`config.mk`:
```
export PLATFORM = sky130hd
export DESIGN_NAME = alu_seq_param_flat
export DESIGN_NICKNAME = d
export VERILOG_FILES = /design/src/rtl/alu_seq_param_if.sv /design/src/rtl/alu_seq_param.sv /design/src/flat_wrapper.sv
export SDC_FILE = /design/constraint.sdc
export NUM_CORES = 1
export LEC_CHECK = 0
export ABC_AREA = 1
export ABC_CLOCK_PERIOD_IN_PS = 7400
export BUFFER_PORTS_ARGS = -buffer_cell sky130_fd_sc_hd__buf_4
export CORE_MARGIN = 1
export CORE_UTILIZATION = 60
export DETAILED_ROUTE_END_ITERATION = 12
export PLACE_DENSITY_LB_ADDON = 0.12
export RECOVER_POWER = 25
export SETUP_SLACK_MARGIN = 0.05
export SYNTH_ARGS = -nofsm -noshare
export SYNTH_HDL_FRONTEND = slang
export SYNTH_SLANG_ARGS = --single-unit
```
`constraint.sdc`:
```
create_clock -name clk -period 7.4 [get_ports clk]
set_clock_uncertainty 0.1 [all_clocks]
set_input_delay 2.22 -clock clk [delete_from_list [all_inputs] [get_ports clk]]
set_output_delay 2.22 -clock clk [all_outputs]
set_load 0.05 [all_outputs]
```
`src/rtl/alu_seq_param_if.sv`:
```
// Handshake bundle for alu_seq_param: operand issue (in_*) and result writeback (out_*).
// The master side issues operands and consumes results; the slave side is the ALU.
interface alu_seq_param_if #(
    parameter int WIDTH = 8
) ();
    logic               in_valid;
    logic               in_ready;
    logic [WIDTH-1:0]   a;
    logic [WIDTH-1:0]   b;
    logic [2:0]         opcode;
    logic               out_valid;
    logic               out_ready;
    logic [2*WIDTH-1:0] result;
    logic               carry;
    logic               zero;

    modport master (
        output in_valid, a, b, opcode, out_ready,
        input  in_ready, out_valid, result, carry, zero
    );

    modport slave (
        input  in_valid, a, b, opcode, out_ready,
        output in_ready, out_valid, result, carry, zero
    );
endinterface

```
`src/rtl/alu_seq_param.sv`:
```
// Registered, parametrised ALU with valid/ready handshakes on both sides.
// Logic ops finish at the accept edge; multiply is a WIDTH-cycle shift-add.
module alu_seq_param #(
    parameter int WIDTH = 8
) (
    input  logic            clk,
    input  logic            rst_n,
    alu_seq_param_if.slave  bus
);
    localparam int RW = 2 * WIDTH;
    localparam int CW = $clog2(WIDTH + 1);
    localparam logic [2:0] OP_ADD  = 3'b000;
    localparam logic [2:0] OP_SUB  = 3'b001;
    localparam logic [2:0] OP_MUL  = 3'b010;
    localparam logic [2:0] OP_AND  = 3'b011;
    localparam logic [2:0] OP_OR   = 3'b100;
    localparam logic [2:0] OP_NOT  = 3'b101;
    localparam logic [2:0] OP_XOR  = 3'b110;
    localparam logic [2:0] OP_XNOR = 3'b111;

    typedef enum logic [1:0] {
        IDLE = 2'd0,
        MUL  = 2'd1,
        DONE = 2'd2
    } state_t;

    state_t            state_r;
    state_t            state_nx_s;
    logic [RW-1:0]     mcand_r;
    logic [WIDTH-1:0]  mplier_r;
    logic [RW-1:0]     acc_r;
    logic [RW-1:0]     acc_nx_s;
    logic [CW-1:0]     cnt_r;
    logic              mul_last_s;
    logic [RW-1:0]     result_r;
    logic              carry_r;
    logic              zero_r;
    logic              out_valid_r;
    logic [RW-1:0]     alu_res_s;
    logic              alu_carry_s;

    // Single-cycle ops; returns {carry, result}. Multiply is handled by the iterative path.
    function automatic logic [RW:0] alu_eval(input logic [2:0] op,
                                             input logic [WIDTH-1:0] x,
                                             input logic [WIDTH-1:0] y);
        logic [WIDTH:0] sum;
        logic [RW:0]    r;
        sum = {1'b0, x} + {1'b0, y};
        case (op)
            OP_ADD:  r = {sum[WIDTH], {(WIDTH-1){1'b0}}, sum};
            OP_SUB:  r = {(x < y), {WIDTH{1'b0}}, x - y};
            OP_AND:  r = {1'b0, {WIDTH{1'b0}}, x & y};
            OP_OR:   r = {1'b0, {WIDTH{1'b0}}, x | y};
            OP_NOT:  r = {1'b0, {WIDTH{1'b0}}, ~x};
            OP_XOR:  r = {1'b0, {WIDTH{1'b0}}, x ^ y};
            OP_XNOR: r = {1'b0, {WIDTH{1'b0}}, ~(x ^ y)};
            default: r = {(RW+1){1'b0}};
        endcase
        return r;
    endfunction

    // Combinational result of the operation presented on the inputs.
    always_comb begin
        {alu_carry_s, alu_res_s} = alu_eval(bus.opcode, bus.a, bus.b);
    end

    // One shift-add step; the step with cnt_r==1 is the last and lands in DONE.
    always_comb begin
        acc_nx_s   = acc_r + (mplier_r[0] ? mcand_r : {RW{1'b0}});
        mul_last_s = (cnt_r == CW'(1));
    end

    // Next-state decode.
    always_comb begin
        state_nx_s = state_r;
        case (state_r)
            IDLE: begin
                if (bus.in_valid) begin
                    state_nx_s = (bus.opcode == OP_MUL) ? MUL : DONE;
                end else begin
                    state_nx_s = IDLE;
                end
            end
            MUL: begin
                if (mul_last_s) begin
                    state_nx_s = DONE;
                end else begin
                    state_nx_s = MUL;
                end
            end
            DONE: begin
                if (bus.out_ready) begin
                    state_nx_s = IDLE;
                end else begin
                    state_nx_s = DONE;
                end
            end
            default: state_nx_s = IDLE;
        endcase
    end

    // State register.
    always_ff @(posedge clk or negedge rst_n) begin
        if (!rst_n) begin
            state_r <= IDLE;
        end else begin
            state_r <= state_nx_s;
        end
    end

    // Datapath: operand capture, multiplier iteration and held result/flags.
    always_ff @(posedge clk or negedge rst_n) begin
        if (!rst_n) begin
            mcand_r     <= {RW{1'b0}};
            mplier_r    <= {WIDTH{1'b0}};
            acc_r       <= {RW{1'b0}};
            cnt_r       <= {CW{1'b0}};
            result_r    <= {RW{1'b0}};
            carry_r     <= 1'b0;
            zero_r      <= 1'b0;
            out_valid_r <= 1'b0;
        end else begin
            case (state_r)
                IDLE: begin
                    if (bus.in_valid && (bus.opcode == OP_MUL)) begin
                        mcand_r  <= {{WIDTH{1'b0}}, bus.a};
                        mplier_r <= bus.b;
                        acc_r    <= {RW{1'b0}};
                        cnt_r    <= CW'(WIDTH);
                    end else if (bus.in_valid) begin
                        result_r    <= alu_res_s;
                        carry_r     <= alu_carry_s;
                        zero_r      <= (alu_res_s == {RW{1'b0}});
                        out_valid_r <= 1'b1;
                    end
                end
                MUL: begin
                    acc_r    <= acc_nx_s;
                    mcand_r  <= {mcand_r[RW-2:0], 1'b0};
                    mplier_r <= {1'b0, mplier_r[WIDTH-1:1]};
                    cnt_r    <= cnt_r - CW'(1);
                    if (mul_last_s) begin
                        result_r    <= acc_nx_s;
                        carry_r     <= 1'b0;
                        zero_r      <= (acc_nx_s == {RW{1'b0}});
                        out_valid_r <= 1'b1;
                    end
                end
                DONE: begin
                    if (bus.out_ready) begin
                        out_valid_r <= 1'b0;
                    end
                end
                default: out_valid_r <= 1'b0;
            endcase
        end
    end

    assign bus.in_ready  = (state_r == IDLE);
    assign bus.out_valid = out_valid_r;
    assign bus.result    = result_r;
    assign bus.carry     = carry_r;
    assign bus.zero      = zero_r;
endmodule

```
`src/flat_wrapper.sv`:
```
// flat-port wrapper written by rule: the top's interface ports become plain ports
module alu_seq_param_flat 
#(
    parameter int WIDTH = 8
)
  (clk, rst_n, bus_in_valid, bus_a, bus_b, bus_opcode, bus_out_ready, bus_in_ready, bus_out_valid, bus_result, bus_carry, bus_zero);
  alu_seq_param_if #(.WIDTH(WIDTH)) bus_i ();
  input  logic clk;
  input  logic rst_n;
  input wire logic [$bits(bus_i.in_valid)-1:0] bus_in_valid;
  input wire logic [$bits(bus_i.a)-1:0] bus_a;
  input wire logic [$bits(bus_i.b)-1:0] bus_b;
  input wire logic [$bits(bus_i.opcode)-1:0] bus_opcode;
  input wire logic [$bits(bus_i.out_ready)-1:0] bus_out_ready;
  output wire logic [$bits(bus_i.in_ready)-1:0] bus_in_ready;
  output wire logic [$bits(bus_i.out_valid)-1:0] bus_out_valid;
  output wire logic [$bits(bus_i.result)-1:0] bus_result;
  output wire logic [$bits(bus_i.carry)-1:0] bus_carry;
  output wire logic [$bits(bus_i.zero)-1:0] bus_zero;
  assign bus_i.in_valid = bus_in_valid;
  assign bus_i.a = bus_a;
  assign bus_i.b = bus_b;
  assign bus_i.opcode = bus_opcode;
  assign bus_i.out_ready = bus_out_ready;
  assign bus_in_ready = bus_i.in_ready;
  assign bus_out_valid = bus_i.out_valid;
  assign bus_result = bus_i.result;
  assign bus_carry = bus_i.carry;
  assign bus_zero = bus_i.zero;
  alu_seq_param #(.WIDTH(WIDTH)) u_core (.clk(clk), .rst_n(rst_n), .bus(bus_i));
endmodule
```
# [Word-level counts from Yosys, hierarchy flattened]
# Index checks and enable logic that the tools add are counted.
[classes] addsub=4 n_lt_le_gt_ge=1 eq_ne=15 mux=32 n_bitwise=5 n_reduce_logical=9
[op_table] op="$pmux 17 s7" count=1
[op_table] op="$mux 16" count=6
[op_table] op="$pmux 16 s2" count=3
[op_table] op="$logic_not 16->1" count=2
[op_table] op="$add 16x16->16" count=1
[op_table] op="$not 8->8" count=2
[op_table] op="$pmux 8 s2" count=1
[op_table] op="$eq 3x3->1 const B" count=4
[op_table] op="$mux 1" count=10
[op_table] op="$add 8x8->9" count=1
[op_table] op="$and 8x8->8" count=1
[op_table] op="$lt 8x8->1" count=1
[op_table] op="$mux 2" count=4
[op_table] op="$mux 8" count=1
[op_table] op="$or 8x8->8" count=1
[op_table] op="$pmux 4 s2" count=1
[op_table] op="$reduce_and 4->1" count=2
[op_table] op="$sub 8x8->8" count=1
[op_table] op="$xor 8x8->8" count=1
[op_table] op="$eq 3x2->1 const B" count=2
[op_table] op="$ne 2x2->1 const B" count=3
[op_table] op="$pmux 2 s3" count=1
[op_table] op="$eq 4x1->1 const B" count=1
[op_table] op="$mux 4" count=1
[op_table] op="other kinds (12)" count=14
[totals] regBits=65 output_inout_bits=20 wordCells=75

# [Depth between registers and ports, before layout]
# Gate-level depths: netlist of the first run.
[logic_depth] ltp_word=7 ltp_mapped=18 ltp_nobuf=17

# [Least setup slack after synthesis of the first run]
# Ideal clock, no wire load.
[synth_timing] path_type="in2reg" startpoint="in bus_b[0]" endpoint="reg u_core.zero_r (netlist: u_core.bus.zero)" t_arrival_ps=3659 path_slack_ps=3564 path_stages=14 path_buffers=0 cell_sequence="ha_1 > inv_1 > fa_1 > inv_1 > nand3_1 > nand2_1 > nand2_1 > nand3_1 > nand3_1 > nor2_1 > nand3_1 > nor2_1 > nand3_1 > a21oi_1"
[synth_between] elab_chain_len=7
[synth_lines] element="from (decl)" line="flat_wrapper.sv:12" source="input wire logic [$bits(bus_i.b)-1:0] bus_b;"
[synth_lines] element="branches (longest 2 deep; another with $sub 8x8->8)"
[synth_lines] element="$pmux 17 s7 *" line="alu_seq_param.sv:49" source="case (op)"
[synth_lines] element="$logic_not 16->1 *" line="alu_seq_param.sv:133" source="zero_r <= (alu_res_s == {RW{1'b0}});"
[synth_lines] element="$mux 1 *" line="alu_seq_param.sv:130" source="end else if (bus.in_valid) begin"
[synth_lines] element="$mux 1 *" line="alu_seq_param.sv:125" source="if (bus.in_valid && (bus.opcode == OP_MUL)) begin"
[synth_lines] element="$pmux 1 s2 *" line="alu_seq_param.sv:123" source="case (state_r)"
[synth_lines] element="to (signal assigned)" line="alu_seq_param.sv:133"
[synth_lines] element="to (signal assigned)" line="alu_seq_param.sv:145" source="zero_r <= (acc_nx_s == {RW{1'b0}});"
[synth_lines] element="to (decl)" line="alu_seq_param.sv:37" source="logic zero_r;"
# Mark *: on every way between the ends. The select of a mux whose other input is x is not followed.
# A chain may end at the register's enable or synchronous reset.

==> results of run 1 <==
metal layers:
| layer | wire length, um | share of wire [%] | GRT usage, % | vias to the layer above |
|---|---|---|---|---|
| li1 | - | - | - | 2601 |
| met1 | 6030 | 42 | 39.9 | 2449 |
| met2 | 7340 | 51 | 62.4 | 154 |
| met3 | 719 | 5.0 | 5.13 | 31 |
| met4 | 429 | 3.0 | 13.3 | 0 |
| met5 | 0 | 0 | 0 | - |
cell families (layout without fill, tap and decap cells):
kind of cell | Yosys count | after routing | synth area share (%)
AND/OR/NAND/NOR | 419 | 419 | 34.2
buffers and inverters | 173 | 209 | 13.0
AO/OA/AOI/OAI | 97 | 97 | 10.7
flip-flops | 65 | 65 | 30.6
adder cells (fa/ha/maj) | 44 | 44 | 10.8
XOR/XNOR | 4 | 4 | 0.660
stage by stage:
step                hold slack, ns  utilization [%]  instances  instance area [um^2]  total power [mW]
floorplan                    0.351                -        802                  5310              1.29
global placement             0.369             67.4        927                  5650              1.51
detailed placement           0.376             67.4        927                  5650              1.55
CTS                          0.397             69.8        943                  5850              1.86
global route                 0.420             69.8        943                  5850              2.02
finish                       0.395             69.8        943                  5850              1.87
cell usage after synthesis, drive strengths merged:
library cell / count / share of area, %
nand3: 83 / 8.4
ha: 41 / 9.7
a31o: 1 / 0.17
o21ai: 37 / 3.5
nand4: 13 / 1.5
nor3b: 1 / 0.14
and2: 4 / 0.47
o31ai: 1 / 0.14
clkbuf: 8 / 0.59
nor3: 5 / 0.78
nor2: 58 / 4.3
fa: 3 / 1.1
nand3b: 4 / 0.57
or2: 1 / 0.12
xnor2: 3 / 0.50
o22ai: 13 / 1.5
xor2: 1 / 0.17
a21oi: 20 / 2.0
a221oi: 1 / 0.17
clkinv: 1 / 0.071
inv: 148 / 11
o21bai: 1 / 0.14
a31oi: 8 / 0.94
o211ai: 15 / 2.1
buf: 16 / 1.8
dfrtp: 65 / 31
nand2: 250 / 18
power by group through the flow:
stage / combinational, mW / sequential [mW] / clock (mW)
after detailed placement: 0.951 / 0.595 / 0
after global routing: 1.08 / 0.607 / 0.332
final: 0.960 / 0.590 / 0.318
after CTS: 0.957 / 0.588 / 0.318
after floorplan: 0.618 / 0.670 / 0
after global placement: 0.922 / 0.586 / 0
cells in the final DEF, fill, tap and decap left out, drive strengths merged:
cell and instances:
o211ai 15, clkinv 3, o21bai 1, a31oi 8, buf 43, nand3 83, clkinvlp 2, or2 1
nand2 250, nand3b 4, o31ai 1, clkbuf 10, xor2 1, bufinv 1, xnor2 3, ha 41
o21ai 37, a221oi 1, nor2 58, a21oi 20, o22ai 13, nor3 5, and2 4, dfrtp 65
fa 3, nand4 13, a31o 1, nor3b 1, inv 150
worst register-to-register path, cell delays in order, from the launching register on:
cell      delay, ns
dfrtp_1        0.47
nor2_2         0.26
nand3_2        0.47
nand2_1        1.01
o211ai_1       0.21
o21ai_0        0.13
worst paths after layout:
| path | from | to | slack [ns] | cells after the start |
|---|---|---|---|---|
| worst min register to register | u_core.bus.result[8] | u_core.bus.result[8] | 0.40 | 2 |
| worst max register to register | u_core.state_r[1] | u_core.mcand_r[6] | 4.65 | 5 |
| min in group asynchronous | rst_n | u_core.acc_r[9] | 2.92 | 1 |
| worst min-delay path | u_core.bus.result[8] | u_core.bus.result[8] | 0.40 | 2 |
| worst max-delay path | rst_n | u_core.mcand_r[14] | 2.30 | 1 |
| max in group clk | bus_opcode[1] | u_core.mcand_r[6] | 3.14 | 7 |
state kept, by name (all words and copies together), names as in the netlist:
signal	count
u_core.acc_r	16
u_core.bus.carry	1
u_core.bus.out_valid	1
u_core.bus.result	16
u_core.bus.zero	1
u_core.cnt_r	4
u_core.mcand_r	16
u_core.mplier_r	8
u_core.state_r	2
layout make-up:
| class | instances | area, um^2 |
|---|---|---|
| Clock buffer | 9 | 124 |
| Clock inverter | 7 | 76.3 |
| Fill cell | 750 | 2530 |
| Inverter | 149 | 562 |
| Multi-Input combinational cell | 564 | 3000 |
| Sequential cell | 65 | 1630 |
| Tap cell | 105 | 131 |
| Timing Repair Buffer | 44 | 327 |
==> results.sh, run 1 <==
export IMPL_io_pins=43
export IMPL_io_buffers=42
export IMPL_max_stage_delay_ns=2.39
export IMPL_core_area_um2=8380
export IMPL_syn_area_um2=5310
export IMPL_cp_slowest_cell="clkbuf_1"
export IMPL_dieArea_um2=9230
export IMPL_cp_required_ns=6.96
export IMPL_power_internal_mw=0.966
export IMPL_p_per_area_nw_per_um2=319
export IMPL_first_pass_iters=7
export IMPL_vias=5235
export IMPL_cts_tree="built"
export IMPL_layout_nets=900
export IMPL_crit_buf_inv=1
export IMPL_antenna_found_initial=0
export IMPL_rsz0062_at_grt="no"
export IMPL_outcome="complete, but fails checks"
export IMPL_critical_path_class="in2async"
export IMPL_path_cells="clkbuf_1"
export IMPL_synth_fp_nets=869
export IMPL_violations="capacitance limit, slew limit"
export IMPL_min_period_ns=5.10
export IMPL_p_sw_mw=0.902
export IMPL_synthDistinctLibCells=42
export IMPL_cts_hold_buf=0
export IMPL_switching_share_pct=48.3
export IMPL_postSynthCellCount=802
export IMPL_path_clk_slew_ns=0.08
export IMPL_grt_pass1_vias=4994
export IMPL_drive_gt1_share_pct=10.4
export IMPL_routed_wirelength_um=14500
export IMPL_drc=0
export IMPL_postCtsSetupRepairBufs=0
export IMPL_fin_tns_setup_ns=0
export IMPL_syn_area_per_cell_um2=6.62
export IMPL_avgRoutedWirePerCell_um=15.4
export IMPL_grt_ovfl_total=0
export IMPL_syn2layout_area_growth_pct=10.2
export IMPL_fin_crit_sh_pct=68.9
export IMPL_die_y_um=96.1
export IMPL_grtUsageTotal_pct=34.2
export IMPL_cp_end_kind="async pin"
export IMPL_pre_cts_slack_ns=2.79
export IMPL_seq_area_frac_synth_pct=30.6
export IMPL_cts_root_buffer="clkbuf_8"
export IMPL_hold_class="reg2reg"
export IMPL_share_seq_of_total_power_pct=31.6
export IMPL_timing_fmax_ghz=0.196
export IMPL_via_per_inst=5.55
export IMPL_grt_pass1_wl_um=23400
export IMPL_max_vdd_ir_drop_v=0.000173
export IMPL_power_leakage_nw=3.32
export IMPL_power_share_clock_pct=17.0
export IMPL_ant_nets=0
export IMPL_setup_viol=0
export IMPL_grt_max_degree=66
export IMPL_relSlewSlack_pct=-131
export IMPL_ys_warnings_count=0
export IMPL_ys_ff_latch=65
export IMPL_clkLatencyLatePin_ns=0.35
export IMPL_place_gp_congestion=0.980
export IMPL_cp_max_fo=65
export IMPL_fin_ws_ns=2.30
export IMPL_diodes=0
export IMPL_hold_violations=0
export IMPL_cts_sinks=65
export IMPL_arrival_ns=4.66
export IMPL_num_rows=33
export IMPL_power_share_combinational_pct=51.4
export IMPL_post_cts_resized=0
export IMPL_timing_max_cap_violations=1
export IMPL_max_slew_worst_pin_slew_ns=3.47
export IMPL_hpwl_um=11300
export IMPL_cts_buffer_depth=2
export IMPL_cts_buffers=9
export IMPL_die_w_um=96.1
export IMPL_htreeDepth=3
export IMPL_start_util_pct=63.3
export IMPL_drt_iter0_drc=239
export IMPL_crit_family="buffers and inverters"
export IMPL_finalMaxSlewViolations=66
export IMPL_critPathLaunchType="primary input"
No activity file was read; power rests on OpenSTA's default activity.
==> inputs of run 2 (changes only) <==
Settings changed: ABC_CLOCK_PERIOD_IN_PS 7400 to 4500, CORE_UTILIZATION 60 to 55.
Clock period 7.4 ns to 4.5 ns, I/O delays scaled along.
==> results.sh, run 2 (synthesis gave the netlist of run 1 again) <==
export IMPL_grt_pass1_wl_um=24200
export IMPL_clkLatencyLatePin_ns=0.36
export IMPL_post_cts_resized=0
export IMPL_fin_ws_ns=1.31
export IMPL_fin_tns_setup_ns=0
export IMPL_cts_sinks=65
export IMPL_max_vdd_ir_drop_v=0.000327
export IMPL_grt_ovfl_total=0
export IMPL_hpwl_um=11200
export IMPL_setup_viol=0
export IMPL_outcome="complete, but fails checks"
export IMPL_cp_end_kind="register"
export IMPL_critPathLaunchType="primary input"
export IMPL_hold_violations=0
export IMPL_violations="capacitance limit, slew limit"
export IMPL_path_clk_slew_ns=0.08
export IMPL_cp_required_ns=4.68
export IMPL_io_pins=43
export IMPL_relSlewSlack_pct=-7.32
export IMPL_max_slew_worst_pin_slew_ns=1.61
export IMPL_postCtsSetupRepairBufs=0
export IMPL_timing_max_cap_violations=1
export IMPL_syn2layout_area_growth_pct=11.6
export IMPL_via_per_inst=5.45
export IMPL_critical_path_class="in2reg"
export IMPL_finalMaxSlewViolations=66
export IMPL_routed_wirelength_um=14400
export IMPL_multi_input_area_um2=3000
export IMPL_p_total_mw=3.14
export IMPL_num_rows=35
export IMPL_p_per_area_nw_per_um2=530
export IMPL_core_area_um2=9280
export IMPL_cp_max_fo=4
export IMPL_first_pass_iters=7
export IMPL_min_period_ns=3.19
export IMPL_layout_commonest_cell="nand2_1"
export IMPL_rsz0062_at_grt="no"
export IMPL_cts_tree="built"
export IMPL_cts_hold_buf=0
export IMPL_timing_fmax_ghz=0.314
export IMPL_place_gp_congestion=1.01
export IMPL_cts_buffer_depth=2
export IMPL_io_buffers=42
export IMPL_mostFrequentLayoutCells="247 x nand2_1, 138 x inv_1, 78 x nand3_1, 65 x dfrtp_1, 54 x nor2_1"
export IMPL_die_y_um=100
export IMPL_start_util_pct=57.2
export IMPL_diodes=0
export IMPL_fill_cells=895
export IMPL_vias=5284
export IMPL_postLayoutCoreUtil_pct=63.8
export IMPL_dieArea_um2=10000
export IMPL_antenna_found_initial=0
export IMPL_grtUsageTotal_pct=30.5
export IMPL_drive_gt1_share_pct=10.6
export IMPL_layout_nets=902
export IMPL_die_w_um=100
export IMPL_ant_nets=0
export IMPL_drc=0
export IMPL_arrival_ns=3.36
export IMPL_avgRoutedWirePerCell_um=14.9
export IMPL_drt_iter0_drc=377
export IMPL_power_leakage_nw=3.35
export IMPL_hold_class="reg2reg"
export IMPL_htreeDepth=3
export IMPL_hold_ws_ns=0.392
export IMPL_cts_buffers=9
export IMPL_pre_cts_slack_ns=1.03
export IMPL_grt_pass1_vias=5040
export IMPL_fin_crit_sh_pct=70.9
export IMPL_ff_latch_area_um2=1630
export IMPL_cts_root_buffer="clkbuf_8"
export IMPL_grt_max_degree=66
## run 2: cell count changes in the layout (fill, tap and decap cells not counted)
cell | previous run | this run
clkbuf_2 | 0 | 1
clkinv_2 | 1 | 0
buf_4 | 43 | 45
nor3_1 | 3 | 4
bufinv_16 | 1 | 2
clkinvlp_4 | 2 | 0
nor3_2 | 1 | 0
inv_8 | 0 | 2
clkbuf_1 | 1 | 0
## run 2: per-stage QoR
| stage | instance area [um^2] | cells |
|---|---|---|
| floorplan | 5310 | 802 |
| global placement | 5700 | 953 |
| detailed placement | 5700 | 953 |
| CTS | 5930 | 969 |
| global route | 5920 | 969 |
| finish | 5920 | 969 |
## run 2: layout make-up
| type | instances | area share, % |
|---|---|---|
| sequential | 65 | 27.5 |
| inverter | 149 | 9.49 |
| tap | 129 | 2.73 |
| clock inverter | 7 | 1.84 |
| timing repair buffer | 46 | 5.79 |
| multi-input combinational | 564 | 50.6 |
| clock buffer | 9 | 2.09 |
## run 2: path summary, 6_finish.rpt
| path | start | end | slack, ns | depth (start not counted) |
|---|---|---|---|---|
| max in group asynchronous | rst_n | u_core.mcand_r[6] | 2.04 | 1 |
| min | u_core.bus.result[11] | u_core.bus.result[11] | 0.39 | 2 |
| min in group asynchronous | rst_n | u_core.bus.result[12] | 1.28 | 1 |
| max | bus_b[0] | u_core.bus.zero | 1.31 | 15 |
| min reg2reg | u_core.bus.result[11] | u_core.bus.result[11] | 0.39 | 2 |
| max reg2reg | u_core.mplier_r[0] | u_core.bus.result[8] | 1.66 | 12 |
## run 2: report_power, final
| part | total [mW] | internal, mW | switching [mW] |
|---|---|---|---|
| Sequential | 0.961 | 0.804 | 0.157 |
| Combinational | 1.58 | 0.527 | 1.05 |
| Clock | 0.598 | 0.325 | 0.273 |
| Total | 3.14 | 1.66 | 1.48 |
## run 2: layer usage
layer	global-route usage (%)	routed length, um	vias up
li1	-	-	2607
met3	5.29	858	24
met5	0	0	-
met2	48.3	6400	156
met1	43.0	6920	2497
met4	8.47	225	0
## run 2: worst max-delay path, cell delays in order
cell and delay (ns):
buf_4 0.11, ha_1 0.24, inv_1 0.08, fa_1 0.40, inv_1 0.12, nand3_1 0.07
nand2_1 0.17, nand2_1 0.07, nand3_1 0.07, nand3_1 0.10, nor2_1 0.14, nand3_1 0.09
nor2_1 0.10, nand3_1 0.10, a21oi_1 0.16
==> inputs of run 3 (changes only) <==
Settings changed: ABC_CLOCK_PERIOD_IN_PS 4500 to 2680.
Clock period 4.5 ns to 2.68 ns, I/O delays scaled along.
==> results.sh, run 3 (synthesis gave the netlist of run 1 again) <==
export IMPL_outcome="complete, but fails checks"
export IMPL_violations="capacitance limit, slew limit"
export IMPL_cts_tree="built"
export IMPL_hpwl_um=11800
export IMPL_crit_family="simple AND/OR/NAND/NOR gates"
export IMPL_max_vdd_ir_drop_v=0.000480
export IMPL_path_common_cell="nand2_1"
export IMPL_hold_class="reg2reg"
export IMPL_first_pass_iters=5
export IMPL_diodes=0
export IMPL_drc=0
export IMPL_place_gp_congestion=0.948
export IMPL_rsz0062_at_grt="no"
export IMPL_cp_end_kind="register"
export IMPL_hold_depth=2
export IMPL_cp_max_fo=4
export IMPL_via_per_inst=5.34
export IMPL_fin_crit_sh_pct=90.5
export IMPL_cts_root_buffer="clkbuf_8"
export IMPL_pre_cts_slack_ns=-0.0204
export IMPL_hold_start="u_core.cnt_r[3]"
export IMPL_ant_nets=0
export IMPL_dieArea_um2=10000
export IMPL_clkLatencyLatePin_ns=0.35
export IMPL_fin_tns_setup_ns=0
export IMPL_placedInstanceArea_um2=5940
export IMPL_min_to="u_core.cnt_r[3]"
export IMPL_placed_cells=985
export IMPL_r2r_cells=13
export IMPL_arrival_ns=2.60
export IMPL_path_cells="nand2_1 -> inv_1 -> ha_1 -> fa_2 -> nand3_1 -> nand2_1 -> nand2_1 -> nand2_1 -> xnor2_1 -> nand3_1 -> nor2_1 -> a21oi_1 -> a21oi_1"
export IMPL_grt_max_degree=66
export IMPL_die_w_um=100
export IMPL_drt_iter0_drc=439
export IMPL_r2r_slack_ns=0.26
export IMPL_routed_wirelength_um=15000
export IMPL_relSlewSlack_pct=-4.89
export IMPL_grt_pass1_vias=4947
export IMPL_multi_input_area_um2=3000
export IMPL_vias=5344
export IMPL_grt_pass1_wl_um=24600
export IMPL_max_stage_delay_ns=0.43
export IMPL_io_buffers=42
export IMPL_timing_max_cap_violations=1
export IMPL_fill_cells=861
export IMPL_ff_latch_area_um2=1630
export IMPL_r2r_start="u_core.mcand_r[0]"
export IMPL_crit_buf_inv=1
export IMPL_mostFrequentLayoutCells="247 x nand2_1, 138 x inv_1, 78 x nand3_1, 77 x buf_4, 65 x dfrtp_1"
export IMPL_grt_ovfl_total=0
export IMPL_power_leakage_nw=3.48
export IMPL_io_pins=43
export IMPL_cts_buffers=9
export IMPL_layout_nets=934
export IMPL_finalMaxSlewViolations=66
export IMPL_timing_fmax_ghz=0.412
export IMPL_hold_violations=0
export IMPL_design_area_um2=6120
export IMPL_antenna_found_initial=0
export IMPL_cts_hold_buf=0
export IMPL_layout_commonest_cell="nand2_1"
export IMPL_core_area_um2=9280
export IMPL_die_y_um=100
export IMPL_cp_required_ns=2.86
export IMPL_critical_path_class="reg2reg"
export IMPL_hold_ws_ns=0.395
export IMPL_fin_ws_ns=0.255
export IMPL_cts_sinks=65
export IMPL_drive_gt1_share_pct=14.2
export IMPL_r2r_end="u_core.bus.zero"
export IMPL_syn2layout_area_growth_pct=15.3
export IMPL_start_util_pct=57.2
export IMPL_cts_buffer_depth=2
export IMPL_num_rows=35
export IMPL_p_per_area_nw_per_um2=848
export IMPL_critPathLaunchType="register"
export IMPL_max_slew_worst_pin_slew_ns=1.57
export IMPL_setup_viol=0
export IMPL_stdcell_count=1001
export IMPL_avgRoutedWirePerCell_um=14.9
export IMPL_grtUsageTotal_pct=31.4
export IMPL_min_period_ns=2.42
export IMPL_cp_slowest_cell="fa_2"
export IMPL_path_clk_slew_ns=0.09
export IMPL_htreeDepth=3
run 3: changes by cell type in the layout (fill, tap and decap cells not counted), sizes merged:
cell / previous run / this run
buf: 45 / 77
bufinv: 2 / 0
clkinvlp: 0 / 2
run 3: repair_timing:
item | in CTS | in global routing
buffers inserted | 0 | 0
gates resized for setup | 0 | 3
hold endpoints to repair | 0 | 0
setup endpoints to repair | 0 | 2
run 3: worst max-delay path by stage:
stage | start | to | slack, ns | cells after the start
after floorplan | u_core.mplier_r[0] | u_core.bus.zero | 0.10 | 14
after global placement | bus_b[2] | u_core.bus.result[7] | 0.04 | 13
after detailed placement | bus_b[0] | u_core.bus.zero | -0.02 | 15
after CTS | u_core.mcand_r[0] | u_core.bus.zero | 0.19 | 13
after global routing | u_core.mplier_r[0] | u_core.bus.zero | 0.05 | 16
final | u_core.mcand_r[0] | u_core.bus.zero | 0.26 | 13
run 3: routing by layer:
metal	global-route usage (%)	share of wire (%)
met3	3.83	5.4
met4	5.80	1.3
met5	0	0
met1	45.0	48
met2	51.4	46
run 3: final cells by class:
class	instances	area share (%)
Inverter	149	9.18
Timing Repair Buffer	78	9.52
Multi-Input combinational cell	564	49.1
Sequential cell	65	26.6
Clock inverter	7	1.00
Clock buffer	9	2.02
Tap cell	129	2.64
run 3: stage by stage:
stage / util (%) / total power [mW]
final: 65.9 / 5.19
after global routing: 65.9 / 5.59
after CTS: 65.9 / 5.16
after detailed placement: 63.9 / 4.34
after global placement: 63.9 / 4.25
after floorplan: - / 3.56
run 3: tightest hold or removal path, delay by kind of cell, from the launching register on:
family / cells / cell delay, ns
DFF: 1 / 0.36
and+or+nand+nor: 2 / 0.10
run 3: report_power, final:
group          switching [mW]  total [mW]  internal [mW]
clock network           0.461       0.815          0.353
logic                    1.83        2.79          0.954
registers               0.239        1.59           1.35
total                    2.53        5.19           2.66
